File: src/rtl/branch_predictor_if.sv
// Fetch/execute <-> branch predictor bundle: lookup, resolved-branch update, redirect and stats.
// Latency: lookup is combinational; redirect and counters are registered (one cycle after update).
// Backpressure: none; the predictor accepts a lookup and an update every cycle.
interface branch_predictor_if #(
    parameter int XLEN = 32
);
    // fetch-side lookup
    logic [XLEN-1:0] if_pc;
    logic            pred_taken;
    logic [XLEN-1:0] pred_target;

    // execute-side resolved branch
    logic            upd_valid;
    logic [XLEN-1:0] upd_pc;
    logic            upd_taken;
    logic [XLEN-1:0] upd_target;
    logic            upd_pred_taken;
    logic [XLEN-1:0] upd_pred_target;

    // refetch request and statistics
    logic            redirect_valid;
    logic [XLEN-1:0] redirect_pc;
    logic [15:0]     branch_count;
    logic [15:0]     mispredict_count;

    // predictor side
    modport slave (
        input  if_pc,
        output pred_taken,
        output pred_target,
        input  upd_valid,
        input  upd_pc,
        input  upd_taken,
        input  upd_target,
        input  upd_pred_taken,
        input  upd_pred_target,
        output redirect_valid,
        output redirect_pc,
        output branch_count,
        output mispredict_count
    );

    // pipeline side (fetch + execute)
    modport master (
        output if_pc,
        input  pred_taken,
        input  pred_target,
        output upd_valid,
        output upd_pc,
        output upd_taken,
        output upd_target,
        output upd_pred_taken,
        output upd_pred_target,
        input  redirect_valid,
        input  redirect_pc,
        input  branch_count,
        input  mispredict_count
    );
endinterface

File: src/rtl/branch_predictor.sv
// Direct-mapped BTB with 2-bit saturating direction counters; issues a refetch on mispredict.
// Latency: lookup 0 cycles (combinational); table write, redirect and counters land on the next edge.
// Backpressure: none; one lookup and one update are accepted every cycle, no stall path.
module branch_predictor #(
    parameter int XLEN    = 32,
    parameter int ENTRIES = 16
) (
    input  logic                clk,
    input  logic                rst_n,
    branch_predictor_if.slave   bus
);
    localparam int IDX_W = $clog2(ENTRIES);
    localparam int TAG_W = XLEN - 2 - IDX_W;

    // Table depth must be a power of two so the index is a plain PC bit slice.
    if (ENTRIES < 2 || (ENTRIES & (ENTRIES - 1)) != 0) begin : g_bad_entries
        $error("branch_predictor: ENTRIES must be a power of two and at least 2");
    end

    typedef struct packed {
        logic             valid;
        logic [TAG_W-1:0] tag;
        logic [XLEN-1:0]  target;
        logic [1:0]       ctr;
    } entry_t;

    // Counters come out of reset weakly not-taken so a fresh allocation (2'b10) is distinct.
    localparam entry_t RESET_ENTRY = '{valid: 1'b0, tag: '0, target: '0, ctr: 2'b01};

    entry_t tbl_q [ENTRIES];

    // PC bits [1:0] never participate in indexing or tagging.
    logic unused_pc_lsbs;
    assign unused_pc_lsbs = ^{bus.if_pc[1:0], bus.upd_pc[1:0]};

    // ---------------------------------------------------------------
    // Lookup path
    // ---------------------------------------------------------------
    logic [IDX_W-1:0] lk_idx;
    logic [TAG_W-1:0] lk_tag;
    entry_t           lk_ent;
    logic             lk_hit;
    logic             lk_taken;

    assign lk_idx = bus.if_pc[IDX_W+1:2];
    assign lk_tag = bus.if_pc[XLEN-1:IDX_W+2];

    // Read the stored entry directly; an update in the same cycle is not bypassed.
    always_comb begin
        lk_ent   = tbl_q[lk_idx];
        lk_hit   = lk_ent.valid && (lk_ent.tag == lk_tag);
        lk_taken = lk_hit && lk_ent.ctr[1];
    end

    assign bus.pred_taken  = lk_taken;
    assign bus.pred_target = lk_taken ? lk_ent.target : (bus.if_pc + XLEN'(4));

    // ---------------------------------------------------------------
    // Update path
    // ---------------------------------------------------------------
    logic [IDX_W-1:0] upd_idx;
    logic [TAG_W-1:0] upd_tag;
    entry_t           upd_old;
    logic             upd_hit;
    entry_t           upd_ent_d;
    logic             upd_we;

    assign upd_idx = bus.upd_pc[IDX_W+1:2];
    assign upd_tag = bus.upd_pc[XLEN-1:IDX_W+2];

    // Next contents of the indexed entry: train on a hit, allocate only on a taken miss.
    always_comb begin
        upd_old   = tbl_q[upd_idx];
        upd_hit   = upd_old.valid && (upd_old.tag == upd_tag);
        upd_ent_d = upd_old;
        upd_we    = 1'b0;
        if (bus.upd_valid) begin
            if (upd_hit) begin
                upd_we = 1'b1;
                if (bus.upd_taken) begin
                    upd_ent_d.target = bus.upd_target;
                    if (upd_old.ctr != 2'b11) begin
                        upd_ent_d.ctr = upd_old.ctr + 2'd1;
                    end
                end else if (upd_old.ctr != 2'b00) begin
                    upd_ent_d.ctr = upd_old.ctr - 2'd1;
                end
            end else if (bus.upd_taken) begin
                upd_we           = 1'b1;
                upd_ent_d.valid  = 1'b1;
                upd_ent_d.tag    = upd_tag;
                upd_ent_d.target = bus.upd_target;
                upd_ent_d.ctr    = 2'b10;
            end
        end
    end

    // Table storage: whole table cleared on reset, single-entry write otherwise.
    always_ff @(posedge clk or negedge rst_n) begin
        if (!rst_n) begin
            for (int i = 0; i < ENTRIES; i++) begin
                tbl_q[i] <= RESET_ENTRY;
            end
        end else if (upd_we) begin
            tbl_q[upd_idx] <= upd_ent_d;
        end
    end

    // ---------------------------------------------------------------
    // Mispredict detection, redirect and statistics
    // ---------------------------------------------------------------
    logic            mispredict;
    logic [XLEN-1:0] correct_pc;

    logic            redirect_valid_q, redirect_valid_d;
    logic [XLEN-1:0] redirect_pc_q, redirect_pc_d;
    logic [15:0]     branch_count_q, branch_count_d;
    logic [15:0]     mispredict_count_q, mispredict_count_d;

    // A taken branch is also wrong if fetch went to a stale target.
    always_comb begin
        mispredict = bus.upd_valid &&
                     ((bus.upd_taken != bus.upd_pred_taken) ||
                      (bus.upd_taken && (bus.upd_target != bus.upd_pred_target)));
        correct_pc = bus.upd_taken ? bus.upd_target : (bus.upd_pc + XLEN'(4));
    end

    // Redirect pulses for one cycle per mispredict; the PC is held between pulses.
    always_comb begin
        redirect_valid_d   = mispredict;
        redirect_pc_d      = mispredict ? correct_pc : redirect_pc_q;
        branch_count_d     = branch_count_q;
        mispredict_count_d = mispredict_count_q;
        if (bus.upd_valid && (branch_count_q != 16'hFFFF)) begin
            branch_count_d = branch_count_q + 16'd1;
        end
        if (mispredict && (mispredict_count_q != 16'hFFFF)) begin
            mispredict_count_d = mispredict_count_q + 16'd1;
        end
    end

    // Redirect and statistic registers.
    always_ff @(posedge clk or negedge rst_n) begin
        if (!rst_n) begin
            redirect_valid_q   <= 1'b0;
            redirect_pc_q      <= '0;
            branch_count_q     <= '0;
            mispredict_count_q <= '0;
        end else begin
            redirect_valid_q   <= redirect_valid_d;
            redirect_pc_q      <= redirect_pc_d;
            branch_count_q     <= branch_count_d;
            mispredict_count_q <= mispredict_count_d;
        end
    end

    assign bus.redirect_valid   = redirect_valid_q;
    assign bus.redirect_pc      = redirect_pc_q;
    assign bus.branch_count     = branch_count_q;
    assign bus.mispredict_count = mispredict_count_q;

endmodule
File: src/flat_wrapper.sv
// flat-port wrapper written by rule: the top's interface ports become plain ports
module branch_predictor_flat 
#(
    parameter int XLEN    = 32,
    parameter int ENTRIES = 16
)
  (clk, rst_n, bus_if_pc, bus_pred_taken, bus_pred_target, bus_upd_valid, bus_upd_pc, bus_upd_taken, bus_upd_target, bus_upd_pred_taken, bus_upd_pred_target, bus_redirect_valid, bus_redirect_pc, bus_branch_count, bus_mispredict_count);
  branch_predictor_if #(.XLEN(XLEN)) bus_i ();
  input  logic clk;
  input  logic rst_n;
  input wire logic [$bits(bus_i.if_pc)-1:0] bus_if_pc;
  output wire logic [$bits(bus_i.pred_taken)-1:0] bus_pred_taken;
  output wire logic [$bits(bus_i.pred_target)-1:0] bus_pred_target;
  input wire logic [$bits(bus_i.upd_valid)-1:0] bus_upd_valid;
  input wire logic [$bits(bus_i.upd_pc)-1:0] bus_upd_pc;
  input wire logic [$bits(bus_i.upd_taken)-1:0] bus_upd_taken;
  input wire logic [$bits(bus_i.upd_target)-1:0] bus_upd_target;
  input wire logic [$bits(bus_i.upd_pred_taken)-1:0] bus_upd_pred_taken;
  input wire logic [$bits(bus_i.upd_pred_target)-1:0] bus_upd_pred_target;
  output wire logic [$bits(bus_i.redirect_valid)-1:0] bus_redirect_valid;
  output wire logic [$bits(bus_i.redirect_pc)-1:0] bus_redirect_pc;
  output wire logic [$bits(bus_i.branch_count)-1:0] bus_branch_count;
  output wire logic [$bits(bus_i.mispredict_count)-1:0] bus_mispredict_count;
  assign bus_i.if_pc = bus_if_pc;
  assign bus_pred_taken = bus_i.pred_taken;
  assign bus_pred_target = bus_i.pred_target;
  assign bus_i.upd_valid = bus_upd_valid;
  assign bus_i.upd_pc = bus_upd_pc;
  assign bus_i.upd_taken = bus_upd_taken;
  assign bus_i.upd_target = bus_upd_target;
  assign bus_i.upd_pred_taken = bus_upd_pred_taken;
  assign bus_i.upd_pred_target = bus_upd_pred_target;
  assign bus_redirect_valid = bus_i.redirect_valid;
  assign bus_redirect_pc = bus_i.redirect_pc;
  assign bus_branch_count = bus_i.branch_count;
  assign bus_mispredict_count = bus_i.mispredict_count;
  branch_predictor #(.XLEN(XLEN), .ENTRIES(ENTRIES)) u_core (.clk(clk), .rst_n(rst_n), .bus(bus_i));
endmodule
File: config.mk
export PLATFORM = sky130hd
export DESIGN_NAME = branch_predictor_flat
export DESIGN_NICKNAME = d
export VERILOG_FILES = /design/src/rtl/branch_predictor_if.sv /design/src/rtl/branch_predictor.sv /design/src/flat_wrapper.sv
export SDC_FILE = /design/constraint.sdc
export NUM_CORES = 2
export LEC_CHECK = 0
export CORE_MARGIN = 2
export CORE_UTILIZATION = 53
export CTS_CLUSTER_SIZE = 14
export DETAILED_ROUTE_END_ITERATION = 6
export HOLD_SLACK_MARGIN = 0.03
export PLACE_DENSITY = 0.76
export REMOVE_ABC_BUFFERS = 1
export SLEW_MARGIN = 10
export SYNTH_ARGS = -nofsm -noshare
export SYNTH_HDL_FRONTEND = slang
export SYNTH_SLANG_ARGS = --single-unit
export TNS_END_PERCENT = 50
File: constraint.sdc
create_clock -name clk -period 12.7 [get_ports clk]
set_input_delay 2.54 -clock clk [delete_from_list [all_inputs] [get_ports clk]]
set_output_delay 2.54 -clock clk [all_outputs]
set_load 0.03 [all_outputs]
==> summary.txt <==
Setup path
  – Crit-path max FO: 55
  – R2r endpoint: u_core.tbl_q[200]
  – Worst Reg2Reg Path Length in Cells: 11
  – Most common cell on crit path: buf_4
  – Crit path max-delay family: buffers and inverters
  – WP buf/inv: 4
  – WS Path Type: input port to primary output
  – Worst r2r src: u_core.tbl_q[476]
  – Critical Path End: bus_pred_target[29]
  – Worst path slowest cell: nor4_1
  – CP Launch Type: input port
  – Critical path data required time: 10.16 ns
  – CP Launch Point: bus_if_pc[2]
  – Data arrival time of the critical path: about 7.6 ns
  – Reg-to-reg slack, setup: around 7.1 ns
  – Cell breakdown of the critical path: buf_8, buf_4, buf_4, nand2_1, nor4_1, nand4_1, nor2_1, nand3_1, xnor2_1, mux2_2, clkdlybuf4s50_1
  – Crit path depth: 11
  – Crit. End Element: primary output
  – Crit-path max cell delay: 0.96 ns

Detailed routing
  – First DRT Iteration DRCs: roughly 4500
  – Vias per inst: 6.98
  – DRT Pass-1 Iters: 6
  – Routed wire length: 182000 um
  – Vias: 38559
  – Post-route ant nets: 0
  – Wire length per cell: 32.9 um
  – DRC viols: 0

STA
  – Final setup violation count: 0
  – Worst slew pin tran: 1.33 ns
  – FMAX: 98.4 MHz
  – Fin crit period: around 10 ns
  – Worst slew margin: 10.9%
  – Layout Skew: 0.0500 ns
  – Worst setup slack after layout: ~2.5 ns
  – Hold Vio Cnt, Final: 0
  – Crit share post-route: 80.1%
  – RSZ-0062 raised after global routing: no
  – Total negative setup slack: 0 ns
  – Final slew viol count: 0

CTS
  – Cts hold-fix bufs: 0
  – Clock Latency Late Sink: between 0.7 and 0.8 ns
  – Post-CTS Resized: 0
  – Clock sinks: roughly 1000
  – Max Root-Sink Buffers: 3
  – Postcts setup bufs: 0
  – CTS H-tree lvls: 3
  – TritonCTS clock tree: yes
  – Worst-path clk slew: 0.06 ns
  – CTS buffer count: 111
  – Root buf cell: clkbuf_16

Global route
  – Vias in the first global route: 39252
  – First-pass GRT wire length: around 270000 um
  – Total gr overflow: 0
  – Largest net degree at the start of global routing: 176
  – Overall Global Routing Usage: 32.7%
  – Initial antenna violation count: 9

Power
  – Max VDD drop: ~0.11 mV
  – P_leak: 28.3 nW
  – Power Dens Cells: roughly 150 nW/um^2

Finish
  – Most common cell after layout, fill and taps aside: mux2_2
  – Commonest non-fill, non-tap cells in the layout: mux2_2, dfrtp_1, mux4_2
  – Final instance area: between 60000 and 70000 um^2
  – Share of cells above drive strength 1: between 40% and 50%
  – Area Growth Syn to Fin: 12.3%
  – Non-filler cells, final: approximately 5500
  – Final Util: 60.0%
  – Net count, final: 4152

Synth
  – Seq/Total Area, Yosys: between 40 and 50%
  – Synthesized cell area: a little under 60000 um^2
  – Top_reg_cell synth: dfrtp_1
  – Synth cell types: 68
  – Number of synthesis warnings: 0
  – Asr flop ratio synth: 100%
  – Seq cells post-synth: 1041
  – Syn avg cell area: roughly 15 um^2
  – Cells after Synth: 3945
  – Number of flops mapped to enable cells by yosys: 0

Worst hold path
  – HP Start: u_core.tbl_q[0]
  – Worst hold path type: flop to flop

Floorplan
  – FP Rows: 121
  – Area of the die: 112000 um^2
  – DIE WIDTH: 335 um
  – # IOs: about 230
  – Core area: 109000 um^2
  – Initial Util: 53.4%
  – Die Height: 335 um

Placed design
  – Post-place setup slack: 2.57 ns
  – Post-DP HPWL: 114000 um
  – Gpl congestion: 1.02
  – Number of port buffers: 230
  – DP Area: ~60000 um^2
  – Placed insts: 5313

Run
  – Max Cap Violations: 0

Run status
  – Run status: completed
## where the power goes
part	internal, mW	total [mW]	switching (mW)	leakage, nW
logic	1.09	2.08	0.993	12.5
registers	3.84	4.24	0.406	13.9
clock network	2.03	3.46	1.43	1.92
total	6.96	9.79	2.83	28.3
## how the worst min path moves through the flow
stage | end | slack [ns] | cells past startpoint
after floorplan | u_core.tbl_q[244] | 0.44 | 2
after global routing | u_core.tbl_q[0] | 0.50 | 2
after detailed placement | u_core.tbl_q[0] | 0.47 | 2
final | u_core.tbl_q[0] | 0.48 | 2
after CTS | u_core.tbl_q[0] | 0.48 | 2
after global placement | u_core.tbl_q[244] | 0.46 | 2
## registers in the layout, indices dropped and copies added, names as in the netlist
| register | cells |
|---|---|
| u_core.tbl_q | 976 |
| u_core.bus.redirect_pc | 32 |
| u_core.bus.branch_count | 16 |
| u_core.bus.mispredict_count | 16 |
| u_core.bus.redirect_valid | 1 |
## cell type report
| type | instances | area, um^2 |
|---|---|---|
| clock buffers | 168 | 3310 |
| multi-input cells | 2529 | 30300 |
| inverters | 21 | 81.3 |
| repair buffers | 308 | 3100 |
| well taps | 1414 | 1770 |
| flip-flops and latches | 1041 | 26100 |
| fillers | 8270 | 43500 |
| diodes | 3 | 7.51 |
| clock inverters | 41 | 594 |
## synthesized netlist by cell type, types with 13 or more instances
library cell  number  share of area [%]
mux2_2          1043                 20
dfrtp_1         1025                 44
mux4_2           505                 20
nand2_1          144               0.93
mux2i_1          131                2.3
clkbuf_1         124               0.80
buf_1             99               0.64
xnor2_1           93                1.4
xor2_1            75                1.1
nor2_1            61               0.39
buf_2             60               0.52
buf_4             54               0.70
a21oi_1           44               0.38
a22oi_1           44               0.57
mux2_1            35               0.68
nand3_1           34               0.29
o21ai_0           33               0.28
nor2b_1           29               0.31
a211oi_1          25               0.32
nand4_1           24               0.26
and3_1            21               0.23
or2_2             20               0.22
buf_6             17               0.33
dfstp_2           16               0.72
inv_1             16               0.10
o32a_1            16               0.28
a31oi_1           15               0.16
nor3_1            14               0.12
nor4_1            14               0.15
o22ai_1           13               0.14
## cell families after synthesis
logic type | synth area share, %
xor gates and xnor gates | 2.54
buffers and inverters | 3.12
adders and majority gates | 0.151
muxes | 42.8
and+or+nand+nor | 3.32
DFF | 44.9
AOI/OAI and AO/OA | 3.19
## layer usage
| metal | wire (um) | vias to the layer above | track usage, % |
|---|---|---|---|
| met5 | 27 | - | 0 |
| met4 | 8090 | 4 | 13.6 |
| met3 | 21800 | 440 | 10.1 |
| met2 | 79900 | 2274 | 47.6 |
| li1 | - | 15267 | - |
| met1 | 71800 | 20574 | 45.8 |
## per-stage QoR
step                power (mW)  hold slack, ns
CTS                       9.78           0.481
detailed placement        6.33           0.471
floorplan                 5.51           0.442
global placement          6.25           0.460
finish                    9.79           0.480
global route              10.1           0.505
## tightest hold or removal path, delay by kind of cell, from the launching register on
family,cells,cell delay (ns)
multiplexers,1,0.06
buffers and inverters,1,0.05
flip-flops,1,0.37
Note: power is estimated with default switching activity, not from simulation.
